===== config.mk =====
export PLATFORM = sky130hd
export DESIGN_NAME = irq_arbiter
export DESIGN_NICKNAME = d
export VERILOG_FILES = /design/src/rtl/irq_arbiter.sv
export SDC_FILE = /design/constraint.sdc
export NUM_CORES = 1
export LEC_CHECK = 0
export BUFFER_PORTS_ARGS = -buffer_cell sky130_fd_sc_hd__buf_2
export CELL_PAD_IN_SITES_DETAIL_PLACEMENT = 2
export CELL_PAD_IN_SITES_GLOBAL_PLACEMENT = 2
export CORE_UTILIZATION = 31
export CTS_CLUSTER_DIAMETER = 50
export DETAILED_ROUTE_END_ITERATION = 8
export PLACE_DENSITY = 0.8
export SLEW_MARGIN = 15
export SYNTH_ARGS = -nofsm -noshare
export SYNTH_HDL_FRONTEND = slang
export SYNTH_SLANG_ARGS = --single-unit

===== constraint.sdc =====
create_clock -name clk -period 16.1 [get_ports clk]
set_input_delay 3.22 -clock clk [delete_from_list [all_inputs] [get_ports clk]]
set_output_delay 3.22 -clock clk [all_outputs]
set_load 0.02 [all_outputs]

===== src/rtl/irq_arbiter.sv =====
// Interrupt arbiter: latches 16 interrupt pulses into flags and arbitrates the enabled ones
// by group priority. It presents one request, vector and level to the CPU.
module irq_arbiter #(
    parameter logic [23:0] IRQ_PRI = 24'h2020,
    parameter logic [23:0] IRQ_ENA = 24'h2023,
    parameter logic [23:0] IRQ_ACT = 24'h2027
) (
    input  logic        clk,
    input  logic        reset,
    input  logic        clk_ce,
    input  logic        bus_write,
    input  logic        bus_read,
    input  logic [23:0] bus_address_in,
    input  logic [7:0]  bus_data_in,
    output logic [7:0]  bus_data_out,
    input  logic [15:0] irq_in,
    input  logic [1:0]  cpu_mask,
    input  logic        irq_ack,
    output logic        irq_req,
    output logic [3:0]  irq_vector,
    output logic [1:0]  irq_level
);

    typedef enum logic [1:0] {StIdle, StReq, StAck} state_e;

    state_e      state_q, state_d;
    logic [7:0]  pri_q, pri_d;
    logic [15:0] ena_q, ena_d;
    logic [15:0] act_q, act_d;
    logic        req_q, req_d;
    logic [3:0]  vec_q, vec_d;
    logic [1:0]  lvl_q, lvl_d;

    logic [15:0] elig;
    logic [15:0] clr;
    logic        any_elig;
    logic [3:0]  win_vec;
    logic [1:0]  win_lvl;

    // Strict '>' while scanning upwards keeps the lowest index on equal levels.
    always_comb begin
        elig     = '0;
        win_vec  = '0;
        win_lvl  = '0;
        any_elig = 1'b0;
        for (int i = 0; i < 16; i++) begin
            logic [1:0] p;
            p = pri_q[2*(i/4) +: 2];
            elig[i] = act_q[i] && ena_q[i] && (p != 2'd0) && (p > cpu_mask);
            if (elig[i] && (p > win_lvl)) begin
                win_lvl = p;
                win_vec = 4'(i);
            end
        end
        any_elig = |elig;
    end

    always_comb begin
        pri_d = pri_q;
        ena_d = ena_q;
        clr   = '0;
        if (bus_write) begin
            if (bus_address_in == IRQ_PRI)         pri_d        = bus_data_in;
            if (bus_address_in == IRQ_ENA)         ena_d[7:0]   = bus_data_in;
            if (bus_address_in == IRQ_ENA + 24'd1) ena_d[15:8]  = bus_data_in;
            if (bus_address_in == IRQ_ACT)         clr[7:0]     = bus_data_in;
            if (bus_address_in == IRQ_ACT + 24'd1) clr[15:8]    = bus_data_in;
        end
        if (state_q == StReq && irq_ack) clr[vec_q] = 1'b1;
        // New pulses win over any clear in the same cycle.
        act_d = (act_q & ~clr) | irq_in;
    end

    always_comb begin
        state_d = state_q;
        unique case (state_q)
            StIdle:  if (any_elig) state_d = StReq;
            StReq: begin
                if (irq_ack)        state_d = StAck;
                else if (!any_elig) state_d = StIdle;
            end
            StAck:   state_d = StIdle;
            default: state_d = StIdle;
        endcase
        req_d = (state_d == StReq);
        vec_d = any_elig ? win_vec : vec_q;
        lvl_d = any_elig ? win_lvl : lvl_q;
    end

    always_ff @(posedge clk or negedge reset) begin
        if (!reset) begin
            state_q <= StIdle;
            pri_q   <= '0;
            ena_q   <= '0;
            act_q   <= '0;
            req_q   <= 1'b0;
            vec_q   <= '0;
            lvl_q   <= '0;
        end else if (clk_ce) begin
            state_q <= state_d;
            pri_q   <= pri_d;
            ena_q   <= ena_d;
            act_q   <= act_d;
            req_q   <= req_d;
            vec_q   <= vec_d;
            lvl_q   <= lvl_d;
        end
    end

    always_comb begin
        bus_data_out = 8'h00;
        if (bus_read) begin
            if (bus_address_in == IRQ_PRI)         bus_data_out = pri_q;
            if (bus_address_in == IRQ_ENA)         bus_data_out = ena_q[7:0];
            if (bus_address_in == IRQ_ENA + 24'd1) bus_data_out = ena_q[15:8];
            if (bus_address_in == IRQ_ACT)         bus_data_out = act_q[7:0];
            if (bus_address_in == IRQ_ACT + 24'd1) bus_data_out = act_q[15:8];
        end
    end

    assign irq_req    = req_q;
    assign irq_vector = vec_q;
    assign irq_level  = lvl_q;

endmodule

[Yosys cells after proc, flatten, opt, wreduce, memory -nomap -nowiden]
Cells that the tools add are included.
Operators by class
  add/sub/neg operators: 0
  multiply operators: 0
  divide/modulo/power cells: 0
  magnitude comparators: 22
  eq/ne operators: 7
  shift-type cells: 0
  multiplexer cells: 47
  bitwise gates (word level): 4
  reductions and logical operators: 76
Operator list (number)
  equality test 24 x 14 -> 1 bit, second input constant: 5
  logical AND 1 bit: 66
  2-to-1 mux 8 bit: 8
  2-to-1 mux 4 bit: 14
  greater-than comparator 2 bit: 19
  2-to-1 mux 2 bit: 19
  2-to-1 mux 16 bit: 2
  bitwise OR 16 bit: 2
  AND 16 bit: 1
  NOT 16 bit: 1
  OR reduction 16 bit: 1
  AND reduction 3 bit: 3
  nonzero test 2 bit: 4
  less-than comparator 4 x 5 -> 1 bit, second input constant: 1
  demux 1 bit (select 4 bit): 1
  equality test 2 x 1 -> 1 bit, second input constant: 2
  >= comparator 4 x 1 -> 1 bit, second input constant: 1
  case mux 2 bit (2 select lines): 1
  greater-than comparator 2 x 1 -> 1 bit, second input constant: 1
  zero test 2 bit: 1
  2-to-1 mux 1 bit: 2
  AND reduction 2 bit: 1
Storage, ports and cells
  bits in registers: 49
  latch bits: 0
  memory bits (writable): 0
  memory bits (read-only): 0
  output and inout bits: 15
  logic and storage cells: 164
  memories kept: 0

[Longest topological paths before layout]
  depth in word-level cells: 50
  gate-level depth with buffers: 90
  mapped depth without buffers: 90

[Worst setup path after synthesis]
No wires, ideal clock.
  path type: in2reg
  start point: input cpu_mask[1]
  end point: register vec_q[2], in the netlist irq_vector[2]
  arrival time: 19614 ps
  required time: 15981 ps
  setup slack: -3633 ps
  stages on the path: 87
  buffers on the path: 0
  path through: inv_1 ha_1 nor2b_1 o221ai_1 nor3_1 ha_1 nor2_1 o21bai_1 a21oi_1 and2_1 ha_1 nor2_1 a31oi_1 nor3_1 o21ai_0 inv_1 ha_1 nor2_1 (+51 left out) o211ai_1 o41ai_1 a31o_2 a22o_1 nand2_1 o31ai_1 ha_1 a2111oi_2 o21ai_0 o41ai_2 ha_1 inv_1 a21oi_1 a2111oi_0 or2_2 a221oi_1 o311ai_0 o21a_1
On the way
  longest elaborated chain between the ends: 49
  elaborated cells between the ends (all ways): 81
Ends and longest elaborated chain
  from (decl): line 17  | input logic [1:0] cpu_mask,
  greater-than comparator 2 bit: line 49  | elig[i] = act_q[i] && ena_q[i] && (p != 2'd0) && (p > cpu_mask);
  logical AND 1 bit: line 49
  logical AND 1 bit: line 50  | if (elig[i] && (p > win_lvl)) begin
  2-to-1 mux 2 bit: line 50
  greater-than comparator 2 bit: line 50
  logical AND 1 bit: line 50
  2-to-1 mux 2 bit: line 50
  greater-than comparator 2 bit: line 50
  (+33 left out)
  logical AND 1 bit: line 50
  2-to-1 mux 2 bit: line 50
  greater-than comparator 2 bit: line 50
  logical AND 1 bit: line 50
  2-to-1 mux 2 bit: line 50
  greater-than comparator 2 bit: line 50
  logical AND 1 bit: line 50
  2-to-1 mux 4 bit: line 50
  to (signal assigned): line 105  | vec_q <= vec_d;
  to (decl): line 31  | logic [3:0] vec_q, vec_d;
Several ways; a longest one is shown, not always the timed one.
A chain may end at the register's enable or synchronous reset.

[Worst setup path in the final report]
  start point: input cpu_mask[0]
  end point: register lvl_q[0], in the netlist irq_level[0]
On the way
  longest elaborated chain between the ends: 49
  elaborated cells between the ends (all ways): 69
Ends and longest elaborated chain
  greater-than comparator 2 bit: line 49
  logical AND 1 bit: line 49
  logical AND 1 bit: line 50
  2-to-1 mux 2 bit: line 50
  greater-than comparator 2 bit: line 50
  logical AND 1 bit: line 50
  2-to-1 mux 2 bit: line 50
  greater-than comparator 2 bit: line 50
  (+33 left out)
  logical AND 1 bit: line 50
  2-to-1 mux 2 bit: line 50
  greater-than comparator 2 bit: line 50
  logical AND 1 bit: line 50
  2-to-1 mux 2 bit: line 50
  greater-than comparator 2 bit: line 50
  logical AND 1 bit: line 50
  2-to-1 mux 2 bit: line 50
  to (signal assigned): line 106  | lvl_q <= lvl_d;
  to (decl): line 32  | logic [1:0] lvl_q, lvl_d;
Several ways; a longest one is shown, not always the timed one.

==> impl_metrics.py <==
metrics = {
    "status": {
        "violations": "setup timing",
        "status": "complete, but fails checks",
    },
    "critical_path": {
        "required_ns": 16.30,
        "cp_max_fo": 4,
        "rr_endpoint": "irq_level[0]",
        "critical_path_buf_inv_count": 3,
        "worstSetupStartpoint": "cpu_mask[0]",
        "slowest_delay_ns": 0.52,
        "worstSetupStartpointType": "input port",
        "r2r_cells": 85,
        "r2r_slack_ns": -0.52,
        "worst_path_most_repeated_cell": "ha_4",
        "critical_path.slowest_cell": "a2111oi_4",
        "crit_path_end_kind": "flip-flop",
        "reg2reg_from": "pri_q[1]",
        "cp.arrival_ns": 19.23,
        "crit_family": "compound AO/OA/AOI/OAI gates",
        "path_class": "in2reg",
    },
    "drt": {
        "via_per_inst": 5.943,
        "dr.pass1.iters": 5,
        "totalWireLength_um": 20010,
        "drc_errors": 0,
        "first_iter_violations": 253,
        "detail-route-antenna-nets": 0,
        "wl_per_cell_um": 26.39,
        "vias": 4505,
    },
    "cells_and_area": {
        "drive_gt1_frac": 0.4983,
        "finalNetCount": 665,
        "finish.utilization": 0.4707,
        "nFillCells": 1324,
        "syn2layout_area_growth_pct": 48.07,
        "diodes": 0,
        "postLayoutCellArea_um2": 5916,
    },
    "logic_synthesis": {
        "synth_most_common_cell": "dfrtp_1",
        "synth.top_cell.area_share": 0.3069,
        "synth_commonest_cells": "49 x dfrtp_1, 46 x nand2_1, 27 x mux2_2, 27 x nor2_1, 26 x a22o_1",
        "synth_edf_count": 0,
        "ys_types": 70,
        "yosys_warnings": 0,
        "async_reset_ff_frac": 1.000,
        "ys_ff_latch": 49,
        "synth_area_um2": 3995,
        "yosysTopAreaCell": "dfrtp_1",
        "synth-main-ff-cell": "dfrtp_1",
        "post_synth.cell_area_avg_um2": 9.184,
        "ys_seq_area_frac": 0.3069,
        "syn_nets": 515,
        "synthCells": 435,
        "ys_top_cells_by_area": "dfrtp_1 31%, mux2_2 7.6%, ha_1 7.5%",
    },
    "place": {
        "port_buffers": 70,
        "gp_congestion": 0.8143,
        "place_area_um2": 5122,
        "dp_hpwl_um": 12670,
    },
    "global_route": {
        "antenna_found_initial": 0,
        "grt_pass1_wl_um": 27970,
        "grt.overflow.total": 0,
        "grt_max_degree": 50,
        "grtUsageTotal": 0.2824,
        "grt_pass1_vias": 4818,
    },
    "timing": {
        "rsz0062_at_grt": "true",
        "finalHoldViolCount": 0,
        "hold_ws_ns": 0.5338,
        "maxSlewViolCount": 0,
        "slew_headroom": 0.3331,
        "setup_violations": 6,
        "worst_pin_slew_ns": 0.9912,
        "max_freq_mhz": 52.55,
        "min_period_ns": 19.03,
        "finClkSkew_ns": 0.007665,
        "period_share": 1.182,
        "fin_ws_ns": -2.931,
    },
    "pwr": {
        "clkPwrFrac": 0.427,
        "p_switching_uw": 62.92,
        "p_seq_frac": 0.487,
        "p_int_uw": 189.6,
        "p_leak_uw": 0.002485,
        "ir_worst_vdd_uv": 69.64,
        "power_density_nw_per_um2": 42.69,
        "combPwrFrac": 0.086,
        "switching_share": 0.2491,
    },
    "clock_tree": {
        "cts_tree": "done",
        "insertion_delay_ns": 0.30,
        "cts-hold-fix-buffers": 0,
        "cts_root_buffer": "clkbuf_16",
        "cts-buffers-inserted": 5,
        "clock_sinks": 49,
        "clkTransAtPathRegs_ns": 0.07,
        "cts.htree.levels": 2,
        "clockBufferDepth": 2,
    },
    "die": {
        "fp-row-count": 41,
        "core_um2": 12570,
        "die_h_um": 115.5,
        "initial_core_util": 0.3179,
        "ios": 71,
        "dieWidth_um": 115.5,
        "die_area_um2": 13340,
    },
    "min_path": {
        "min_delay_worst_endpoint": "irq_req",
        "min_from": "irq_req",
        "min_path_type": "reg2reg",
        "hold_depth": 2,
    },
    "job": {
        "drv_cap": 0,
    },
}
worst reg2reg max path, delay by kind of cell, from the launching register on:
| kind | cells | cell delay [ns] |
|---|---|---|
| mux | 5 | 1.38 |
| flops | 1 | 0.54 |
| compound gates | 34 | 6.60 |
| simple gates | 27 | 2.96 |
| buf+inv | 2 | 0.27 |
| fa+ha+maj | 17 | 4.77 |
placed cells by master (no fill, tap or decap), drive strengths merged, types with 3 or more instances in the layout:
master,n
dfrtp,49
a22o,26
nor3,8
o31ai,5
a2111oi,4
o21ai,22
a21o,5
a22oi,23
a21oi,12
a2bb2oi,3
o211ai,7
a211oi,4
a31o,3
nand2,46
a31oi,15
nor2b,5
mux2i,4
nor2,27
and2,9
nor4,4
inv,18
nor4bb,3
and3,5
buf,162
a32o,3
or2,4
clkbuf,7
nand3,7
o2bb2ai,5
a221oi,3
ha,24
nand2b,3
mux2,27
layout make-up:
class                   instances  area, um^2  share of cell area
repair buffers                162        1059              0.1789
clock inverters                 1       7.507            0.001269
multi-input cells             349        3196              0.5402
flip-flops and latches         49        1226              0.2073
well taps                     172       215.2             0.03638
inverters                      18       80.08             0.01354
clock buffers                   7       132.6             0.02242
repair_timing:
| item | CTS | global route |
|---|---|---|
| hold endpoints to repair | 0 | 0 |
| endpoints found under the setup margin | 6 | 6 |
| gates resized for setup | 29 | 30 |
| pin swaps | 50 | 38 |
| setup buffers | 31 | 16 |
registers in the layout, summed over array words and instances (netlist names):
register	cells
act_q	16
ena_q	16
irq_level	2
irq_req	1
irq_vector	4
pri_q	8
state_q	2
worst max path at each step:
| stage | end | cells after the start |
|---|---|---|
| floorplan | irq_level[0] | 85 |
| detailed placement | irq_level[0] | 87 |
| global route | irq_level[0] | 87 |
| global placement | irq_level[1] | 85 |
| finish | irq_level[0] | 86 |
| CTS | irq_level[0] | 86 |
through the flow:
stage | TNS [ns] | worst slack (ns) | std cells | power (uW)
after floorplan | -12.28 | -2.165 | 435 | 130.7
after global placement | -12.77 | -2.168 | 704 | 144.6
after detailed placement | -18.09 | -3.064 | 704 | 145.7
after CTS | -13.76 | -2.360 | 743 | 253.0
after global routing | -20.05 | -3.443 | 758 | 259.8
final | -17.11 | -2.931 | 758 | 252.5
cells by family after synthesis:
group,count (synthesis),synth area share
buffers and inverters,37,0.03601
AO/OA/AOI/OAI,161,0.3292
flip-flops,49,0.3069
AND/OR/NAND/NOR,131,0.1613
adder cells (fa/ha/maj),26,0.08049
multiplexers,31,0.08613
per-layer routing:
| metal | part of all wire | track usage | wire length, um | vias to the layer above |
|---|---|---|---|---|
| met5 | 0 | 0 | 0 | - |
| met4 | 0.040 | 0.1195 | 804 | 0 |
| met3 | 0.039 | 0.02406 | 784 | 48 |
| met2 | 0.52 | 0.5166 | 10490 | 152 |
| met1 | 0.40 | 0.3383 | 7928 | 2312 |
| li1 | - | - | - | 1993 |
power groups by stage:
stage,Combinational [uW],Sequential (uW),Clock [uW]
after floorplan,5.23,125,0
after global placement,19.2,125,0
after detailed placement,20.3,125,0
after CTS,21.0,123,109
after global routing,23.4,123,113
final,21.6,123,108
No activity file was read; power rests on OpenSTA's default activity.
